## src/rtl/capture_reader.sv

```systemverilog
// capture_reader: reads 2^SAMPLE_DEPTH bytes out of a capture memory, starting
// at a latched address and wrapping modulo the buffer size, and streams them
// out one at a time over a valid/ready handshake.
//
// Optional build macro CAPTURE_READER_HEADER_EN: when defined, every readout
// is prefixed by two header bytes, 0xA5 followed by the start address
// zero-extended to 8 bits. When undefined, only sample bytes are emitted.
//
// Per-sample sequence is FETCH (read strobe) -> WAIT (memory returns data,
// captured into out_data) -> SEND (held until accepted), so one byte is
// produced every three cycles while the consumer is ready.
module capture_reader #(
  parameter int SAMPLE_DEPTH = 8
) (
  input  logic                    clk_50mhz,
  input  logic                    reset,
  input  logic                    start,
  input  logic                    abort,
  input  logic [SAMPLE_DEPTH-1:0] start_addr,
  output logic                    busy,
  output logic                    done,
  output logic [SAMPLE_DEPTH-1:0] mem_addr,
  output logic                    mem_re,
  input  logic [7:0]              mem_data,
  output logic [7:0]              out_data,
  output logic                    out_valid,
  input  logic                    out_ready
);

  // Counter value of the final sample of a readout.
  localparam logic [8:0] LAST_CNT = 9'((1 << SAMPLE_DEPTH) - 1);
  localparam logic [7:0] HDR_MAGIC = 8'hA5;

  typedef enum logic [2:0] {
    S_IDLE  = 3'd0,
    S_FETCH = 3'd1,
    S_WAIT  = 3'd2,
    S_SEND  = 3'd3,
    S_DONE  = 3'd4
`ifdef CAPTURE_READER_HEADER_EN
    ,
    S_HDR0  = 3'd5,
    S_HDR1  = 3'd6
`endif
  } state_t;

  state_t                  state_q, state_d;
  logic [SAMPLE_DEPTH-1:0] addr_q, addr_d;
  logic [8:0]              cnt_q, cnt_d;
  logic [SAMPLE_DEPTH-1:0] mem_addr_q, mem_addr_d;
  logic                    mem_re_q, mem_re_d;
  logic [7:0]              out_data_q, out_data_d;
  logic                    out_valid_q, out_valid_d;
  logic                    done_q, done_d;

  logic                    xfer;
  logic [SAMPLE_DEPTH-1:0] addr_inc;

  assign xfer     = out_valid_q & out_ready;
  // Natural overflow of the SAMPLE_DEPTH-bit sum gives the buffer wrap.
  assign addr_inc = addr_q + SAMPLE_DEPTH'(1);

  assign busy      = (state_q != S_IDLE);
  assign done      = done_q;
  assign mem_addr  = mem_addr_q;
  assign mem_re    = mem_re_q;
  assign out_data  = out_data_q;
  assign out_valid = out_valid_q;

  // Next-state and registered-output logic. Outputs are computed one cycle
  // ahead so that mem_re / done / out_valid are glitch-free flop outputs that
  // line up with the state they belong to.
  always_comb begin
    state_d     = state_q;
    addr_d      = addr_q;
    cnt_d       = cnt_q;
    mem_addr_d  = mem_addr_q;
    mem_re_d    = 1'b0;
    out_data_d  = out_data_q;
    out_valid_d = out_valid_q;
    done_d      = 1'b0;

    if (state_q != S_IDLE && abort) begin
      // Cancel wins over everything else, including the completion pulse.
      state_d     = S_IDLE;
      out_valid_d = 1'b0;
    end else begin
      case (state_q)
        S_IDLE: begin
          if (start && !abort) begin
            addr_d = start_addr;
            cnt_d  = 9'd0;
`ifdef CAPTURE_READER_HEADER_EN
            state_d     = S_HDR0;
            out_data_d  = HDR_MAGIC;
            out_valid_d = 1'b1;
`else
            state_d    = S_FETCH;
            mem_re_d   = 1'b1;
            mem_addr_d = start_addr;
`endif
          end
        end

`ifdef CAPTURE_READER_HEADER_EN
        S_HDR0: begin
          if (xfer) begin
            state_d    = S_HDR1;
            out_data_d = 8'(addr_q);
          end
        end

        S_HDR1: begin
          if (xfer) begin
            state_d     = S_FETCH;
            out_valid_d = 1'b0;
            mem_re_d    = 1'b1;
            mem_addr_d  = addr_q;
          end
        end
`endif

        S_FETCH: begin
          state_d = S_WAIT;
        end

        S_WAIT: begin
          // Memory data is valid exactly in this cycle.
          state_d     = S_SEND;
          out_data_d  = mem_data;
          out_valid_d = 1'b1;
        end

        S_SEND: begin
          if (xfer) begin
            out_valid_d = 1'b0;
            if (cnt_q == LAST_CNT) begin
              state_d = S_DONE;
              done_d  = 1'b1;
            end else begin
              state_d    = S_FETCH;
              cnt_d      = cnt_q + 9'd1;
              addr_d     = addr_inc;
              mem_re_d   = 1'b1;
              mem_addr_d = addr_inc;
            end
          end
        end

        S_DONE: begin
          state_d = S_IDLE;
        end

        default: begin
          state_d     = S_IDLE;
          out_valid_d = 1'b0;
        end
      endcase
    end
  end

  // State and output registers, cleared asynchronously by the active-low reset.
  always_ff @(posedge clk_50mhz or negedge reset) begin
    if (!reset) begin
      state_q     <= S_IDLE;
      addr_q      <= '0;
      cnt_q       <= 9'd0;
      mem_addr_q  <= '0;
      mem_re_q    <= 1'b0;
      out_data_q  <= 8'h00;
      out_valid_q <= 1'b0;
      done_q      <= 1'b0;
    end else begin
      state_q     <= state_d;
      addr_q      <= addr_d;
      cnt_q       <= cnt_d;
      mem_addr_q  <= mem_addr_d;
      mem_re_q    <= mem_re_d;
      out_data_q  <= out_data_d;
      out_valid_q <= out_valid_d;
      done_q      <= done_d;
    end
  end

endmodule

```

## config.mk

```make
export PLATFORM = sky130hd
export DESIGN_NAME = capture_reader
export DESIGN_NICKNAME = d
export VERILOG_FILES = /design/src/rtl/capture_reader.sv
export SDC_FILE = /design/constraint.sdc
export NUM_CORES = 1
export LEC_CHECK = 0
export ABC_AREA = 1
export BUFFER_PORTS_ARGS = -buffer_cell sky130_fd_sc_hd__buf_4
export CELL_PAD_IN_SITES_DETAIL_PLACEMENT = 2
export CELL_PAD_IN_SITES_GLOBAL_PLACEMENT = 2
export CORE_ASPECT_RATIO = 1.5
export CORE_MARGIN = 2
export CORE_UTILIZATION = 31
export CTS_BUF_LIST = sky130_fd_sc_hd__clkbuf_4 sky130_fd_sc_hd__clkbuf_8
export DETAILED_ROUTE_END_ITERATION = 8
export PLACE_DENSITY_LB_ADDON = 0.1
export SLEW_MARGIN = 20
export SYNTH_ARGS = -nofsm -noshare
export SYNTH_HDL_FRONTEND = slang
export SYNTH_SLANG_ARGS = --single-unit
```

## constraint.sdc

```tcl
create_clock -name clk_50mhz -period 2 [get_ports clk_50mhz]
set_input_delay 0.1 -clock clk_50mhz [delete_from_list [all_inputs] [get_ports clk_50mhz]]
set_output_delay 0.1 -clock clk_50mhz [all_outputs]
set_load 0.02 [all_outputs]
```

# Word-level counts from Yosys, hierarchy flattened

Index checks and enable logic that the tools add are counted.

Bits of input ports: 21
Output and inout bits: 20
Register bits: 31
Logic and storage cells: 58

Equal/unequal tests: 11
Muxes and demuxes: 25
Bitwise logic cells: 2
$add $sub $neg: 2
Reductions and logical operators: 11

Operator list:

| cell                | count |
|---|---|
| $mux 9              | 3 |
| $mux 8              | 3 |
| $pmux 9 s2          | 1 |
| $pmux 8 s2          | 1 |
| $mux 3              | 4 |
| $pmux 3 s4          | 1 |
| $mux 1              | 10 |
| $add 9x1->9 const B | 1 |
| $eq 9x8->1 const B  | 1 |
| $add 8x1->8 const B | 1 |
| $eq 3x2->1 const B  | 2 |
| $ne 2x2->1 const B  | 3 |
| $ne 3x3->1 const B  | 2 |
| $reduce_and 2->1    | 3 |
| $reduce_and 5->1    | 1 |
| $eq 3x1->1 const B  | 1 |
| $eq 3x3->1 const B  | 1 |
| $logic_not 3->1     | 1 |
| $pmux 1 s3          | 1 |
| $reduce_bool 3->1   | 1 |
| $reduce_or 3->1     | 1 |
| $logic_and 1x1->1   | 2 |
| $ne 2x1->1 const B  | 1 |
| $pmux 1 s2          | 1 |
| 4 further kinds     | 4 |

# Depth between registers and ports, before layout

Word-level depth: 5
Gate-level depth with buffers: 12
Mapped depth without buffers: 11

# Worst setup path after synthesis

OpenSTA, ideal clock, no wires.

Kind: flip-flop to flip-flop
Start point: register cnt_q[0]
End point: register mem_addr_q[0], in the netlist mem_addr[0]
Path slack: 0.272 ns
Clock period less this slack: 1.728 ns
Cell stages (with the launch flop): 13
Required time: 1.883 ns
Arrival time: 1.612 ns
Setup time: 0.117 ns
Buffers on the path: 1
Cell sequence: dfrtp_1 -> ha_1 -> nand2_1 -> nor2_1 -> nand3_1 -> nor2_1 -> ha_1 -> nand2_1 -> nand2_2 -> nor2_4 -> buf_6 -> nand2_1 -> nand2_1

Word-level cells in the longest chain between the ends: 3

RTL lines:

| what                       | line | text |
|---|---|---|
| start, declared            | 49   | `logic [8:0] cnt_q, cnt_d;` |
| start signal, assigned     | 176  | `cnt_q <= cnt_d;` |
| $eq 9x8->1                 | 137  | `if (cnt_q == LAST_CNT) begin` |
| $ne 2x2->1 (no line)       | n/a  |  |
| $reduce_and 5->1 (no line) | n/a  |  |
| end signal, assigned       | 177  | `mem_addr_q <= mem_addr_d;` |
| end, declared              | 50   | `logic [SAMPLE_DEPTH-1:0] mem_addr_q, mem_addr_d;` |

No other way between the ends.
A chain may end at the register's enable or synchronous reset.

# Final worst setup path

Start point: register cnt_q[0]
End point: register cnt_q[4]

Word-level cells in the longest chain between the ends: 4
Elaborated cells between the ends (all ways): 7
Classes of those cells: add/sub (1); eq/ne (2); mux (3); reduce/logical (1)

RTL lines:

| what        | line | text |
|---|---|---|
| $add 9x1->9 | 142  | `cnt_d = cnt_q + 9'd1;` |
| $mux 9      | 137  |  |
| $mux 9      | 135  | `if (xfer) begin` |
| $pmux 9 s2  | 88   | `case (state_q)` |

Several ways; a longest one is shown, not always the timed one. The select of a mux whose other input is x is not followed.

==> impl_metrics.json <==
{
  "outcome": "completed",
  "clk_pin_slew_worst_paths_ns": 0.07,
  "cts_inserted_buffers": 5,
  "dpl.hpwl_um": 3700,
  "viasPerCell": 4.80,
  "wl_per_cell_um": 14.4,
  "p_total_mw": 3.39,
  "crit_chain": "ha_2 > nand2_2 > nor2_2 > nand3_2 > nor2_2 > ha_1 > nand2_2 > nand2_2 > nor2_4 > buf_12 > nand2_1 > nand2_1",
  "die-width_um": 65.0,
  "setup_violations": 0,
  "clockBufferDepth": 2,
  "htreeDepth": 2,
  "die_h_um": 95.5,
  "ys_types": 27,
  "drt_wl_total_um": 4940,
  "antenna_found_initial": 0,
  "diodes": 0,
  "grt_first_pass_wirelength_um": 8440,
  "ir_drop_mv": 0.672,
  "finClkSkew_ns": 0.00677,
  "crit_arrival_ns": 2.04,
  "cap_violations": 0,
  "antenna_left": 0,
  "pwr-share-seq_pct": 31.2,
  "dieArea_um2": 6210,
  "crit_path_end_kind": "register",
  "synth.avg_cell_area_um2": 7.77,
  "ys_ff_latch": 31,
  "clk_latency_ns": 0.29,
  "grt_pass1_vias": 1754,
  "slowest_delay_ns": 0.40,
  "max_freq_mhz": 537,
  "layout_worst_path_cycle_share_pct": 93.1,
  "critPathKind": "reg2reg",
  "swShare_pct": 42.6,
  "vias": 1650,
  "power.internal_mw": 1.94,
  "power_frac_clock_pct": 19.1,
  "drive_gt1_share_pct": 28.1,
  "grt_max_degree": 32,
  "hold_path_class": "in2reg",
  "overflow": 0,
  "rsz0062_at_grt": "no",
  "cts_tree": "yes",
  "slew_viol_final": 0,
  "rr_startpoint": "cnt_q[0]$_DFFE_PN0P_",
  "cp_top_family": "simple AND/OR/NAND/NOR gates",
  "port_buffers": 40,
  "firstDrtPassIters": 4,
  "netlist_area_um2": 1730,
  "cts-root-buf": "clkbuf_8",
  "cts_sinks": 31,
  "synth_seq_area_share_pct": 44.8,
  "syn2layout_area_growth_pct": 32.4,
  "crit_top_cell": "nand2_2",
  "drt_iter0_drc": 30,
  "track_usage_pct": 17.8,
  "p_sw_mw": 1.44,
  "placedCellCount": 334,
  "drc": 0,
  "hold_violations": 0,
  "hold_start": "mem_data[2]",
  "globalplace.congestion": 0.745,
  "setup.worst_path.start_class": "register",
  "ys.warnings.count": 0,
  "final_cells": 344,
  "cp.required_ns": 2.17,
  "worstMarginPinSlew_ns": 0.465,
  "p_leak_nw": 1.16,
  "slew_headroom_pct": 68.9,
  "nets": 298,
  "num_rows": 33,
  "final.setup.tns_ns": 0,
  "p_per_area_nw_per_um2": 1480,
  "syn_nets": 248,
  "cp_slowest_cell": "dfrtp_1",
  "path_buf_inv": 1,
  "initial_utilization_pct": 31.8,
  "num_io_pins": 41,
  "core_area_um2": 5450,
  "worstSetupStartpoint": "cnt_q[0]$_DFFE_PN0P_",
  "comb_power_share_pct": 49.7,
  "synth_cells": 223,
  "layout_min_cycle_time_ns": 1.86,
  "crit_fanout": 15
}
## synth_stat cells
cell | number | area share [%]
a21oi_1 | 4 | 1.2
a22o_1 | 1 | 0.51
buf_6 | 2 | 1.3
clkbuf_1 | 2 | 0.43
dfrtp_1 | 31 | 45
ha_1 | 4 | 2.9
inv_1 | 18 | 3.9
inv_4 | 1 | 0.36
mux2_2 | 8 | 5.2
nand2_1 | 94 | 20
nand2_2 | 2 | 0.72
nand3_1 | 15 | 4.3
nand3_2 | 1 | 0.58
nand3_4 | 1 | 1.0
nand3b_1 | 1 | 0.43
nand4_1 | 2 | 0.72
nor2_1 | 18 | 3.9
nor2_2 | 1 | 0.36
nor2_4 | 1 | 0.65
nor3_1 | 3 | 0.87
nor3b_1 | 2 | 0.87
o211ai_1 | 1 | 0.43
o21ai_0 | 3 | 0.87
o21ai_1 | 1 | 0.29
o21ai_4 | 1 | 0.94
o21bai_1 | 4 | 1.7
or2_2 | 1 | 0.36
## through the flow
stage	hold slack (ns)	utilization (%)	setup slack, ns	cell area (um^2)
after floorplan	-0.196	-	0.272	1730
after global placement	0.0692	39.3	0.146	2140
after detailed placement	0.0677	39.3	0.0639	2140
after CTS	0.0295	41.6	0.0182	2270
after global routing	0.0323	42.1	0.0154	2290
final	0.0403	42.1	0.138	2290
## power by group through the flow
| stage | logic, mW | clock network (mW) | registers [mW] |
|---|---|---|---|
| floorplan | 0.849 | 0 | 1.24 |
| global placement | 1.67 | 0 | 1.05 |
| detailed placement | 1.71 | 0 | 1.07 |
| CTS | 1.71 | 0.675 | 1.06 |
| global route | 1.88 | 0.689 | 1.10 |
| finish | 1.68 | 0.647 | 1.06 |
## worst paths after layout
kind	to	slack [ns]	cells after the start
worst max-delay path	cnt_q[4]$_DFFE_PN0P_	0.14	12
worst min-delay path	out_data[2]$_DFFE_PN0P_	0.04	2
worst max register to register	cnt_q[4]$_DFFE_PN0P_	0.14	12
worst min register to register	cnt_q[8]$_DFFE_PN0P_	0.50	2
max in group asynchronous	cnt_q[0]$_DFFE_PN0P_	1.42	2
min in group asynchronous	done$_DFF_PN0_	0.29	2
## placed cells by master, fill, tap and decap left out, types with 2 or more instances in the layout
master,netlist,final
nand2_1,94,92
buf_4,0,45
dfrtp_1,31,31
inv_1,18,18
nor2_1,18,16
nand3_1,15,14
mux2_2,8,8
clkbuf_8,0,6
nand2_2,2,4
a21oi_1,4,4
o21bai_1,4,4
nor2_2,1,3
nor3_1,3,3
o21ai_0,3,3
ha_1,4,3
nand3_2,1,2
nand4_1,2,2
nor3b_1,2,2
## state kept, by name, summed over array words and instances, names as in the netlist
register and flops:
done 1, cnt_q 9, state_q 3, out_valid 1, mem_addr 8, mem_re 1, out_data 8
## cell type report
cell class / instances / area [um^2]
repair buffers: 47 / 368
multi-input cells: 169 / 870
clock buffers: 6 / 82.6
inverters: 19 / 73.8
flip-flops and latches: 31 / 776
fillers: 687 / 3160
well taps: 70 / 87.6
clock inverters: 2 / 35.0
## worst register-to-register path, delay by kind of cell (launching register included)
kind / cells / cell delay [ns]
fa+ha+maj: 2 / 0.38
flops: 1 / 0.40
buf+inv: 1 / 0.15
simple gates: 9 / 0.82
## kinds of logic after synthesis
kind of cell,count (synthesis),synth area share [%]
and+or+nand+nor,142,35.2
DFF,31,44.8
buffers and inverters,23,6.00
AOI/OAI and AO/OA,15,5.92
muxes,8,5.20
adders and majority gates,4,2.89
## layer usage
metal,vias to the layer above,GRT usage [%],share of wire (%)
li1,805,-,-
met1,815,18.6,38
met2,23,35.1,57
met3,7,2.48,2.3
met4,0,6.77,1.7
met5,-,0,0
## what timing repair did
item,CTS,global route
hold buffers,1,0
pin swaps,0,2
gates resized for setup,1,5
setup buffers,0,1
endpoints found under the setup margin,2,15
endpoints found under the hold margin,31,0
Power figures use the tool's default switching activity.
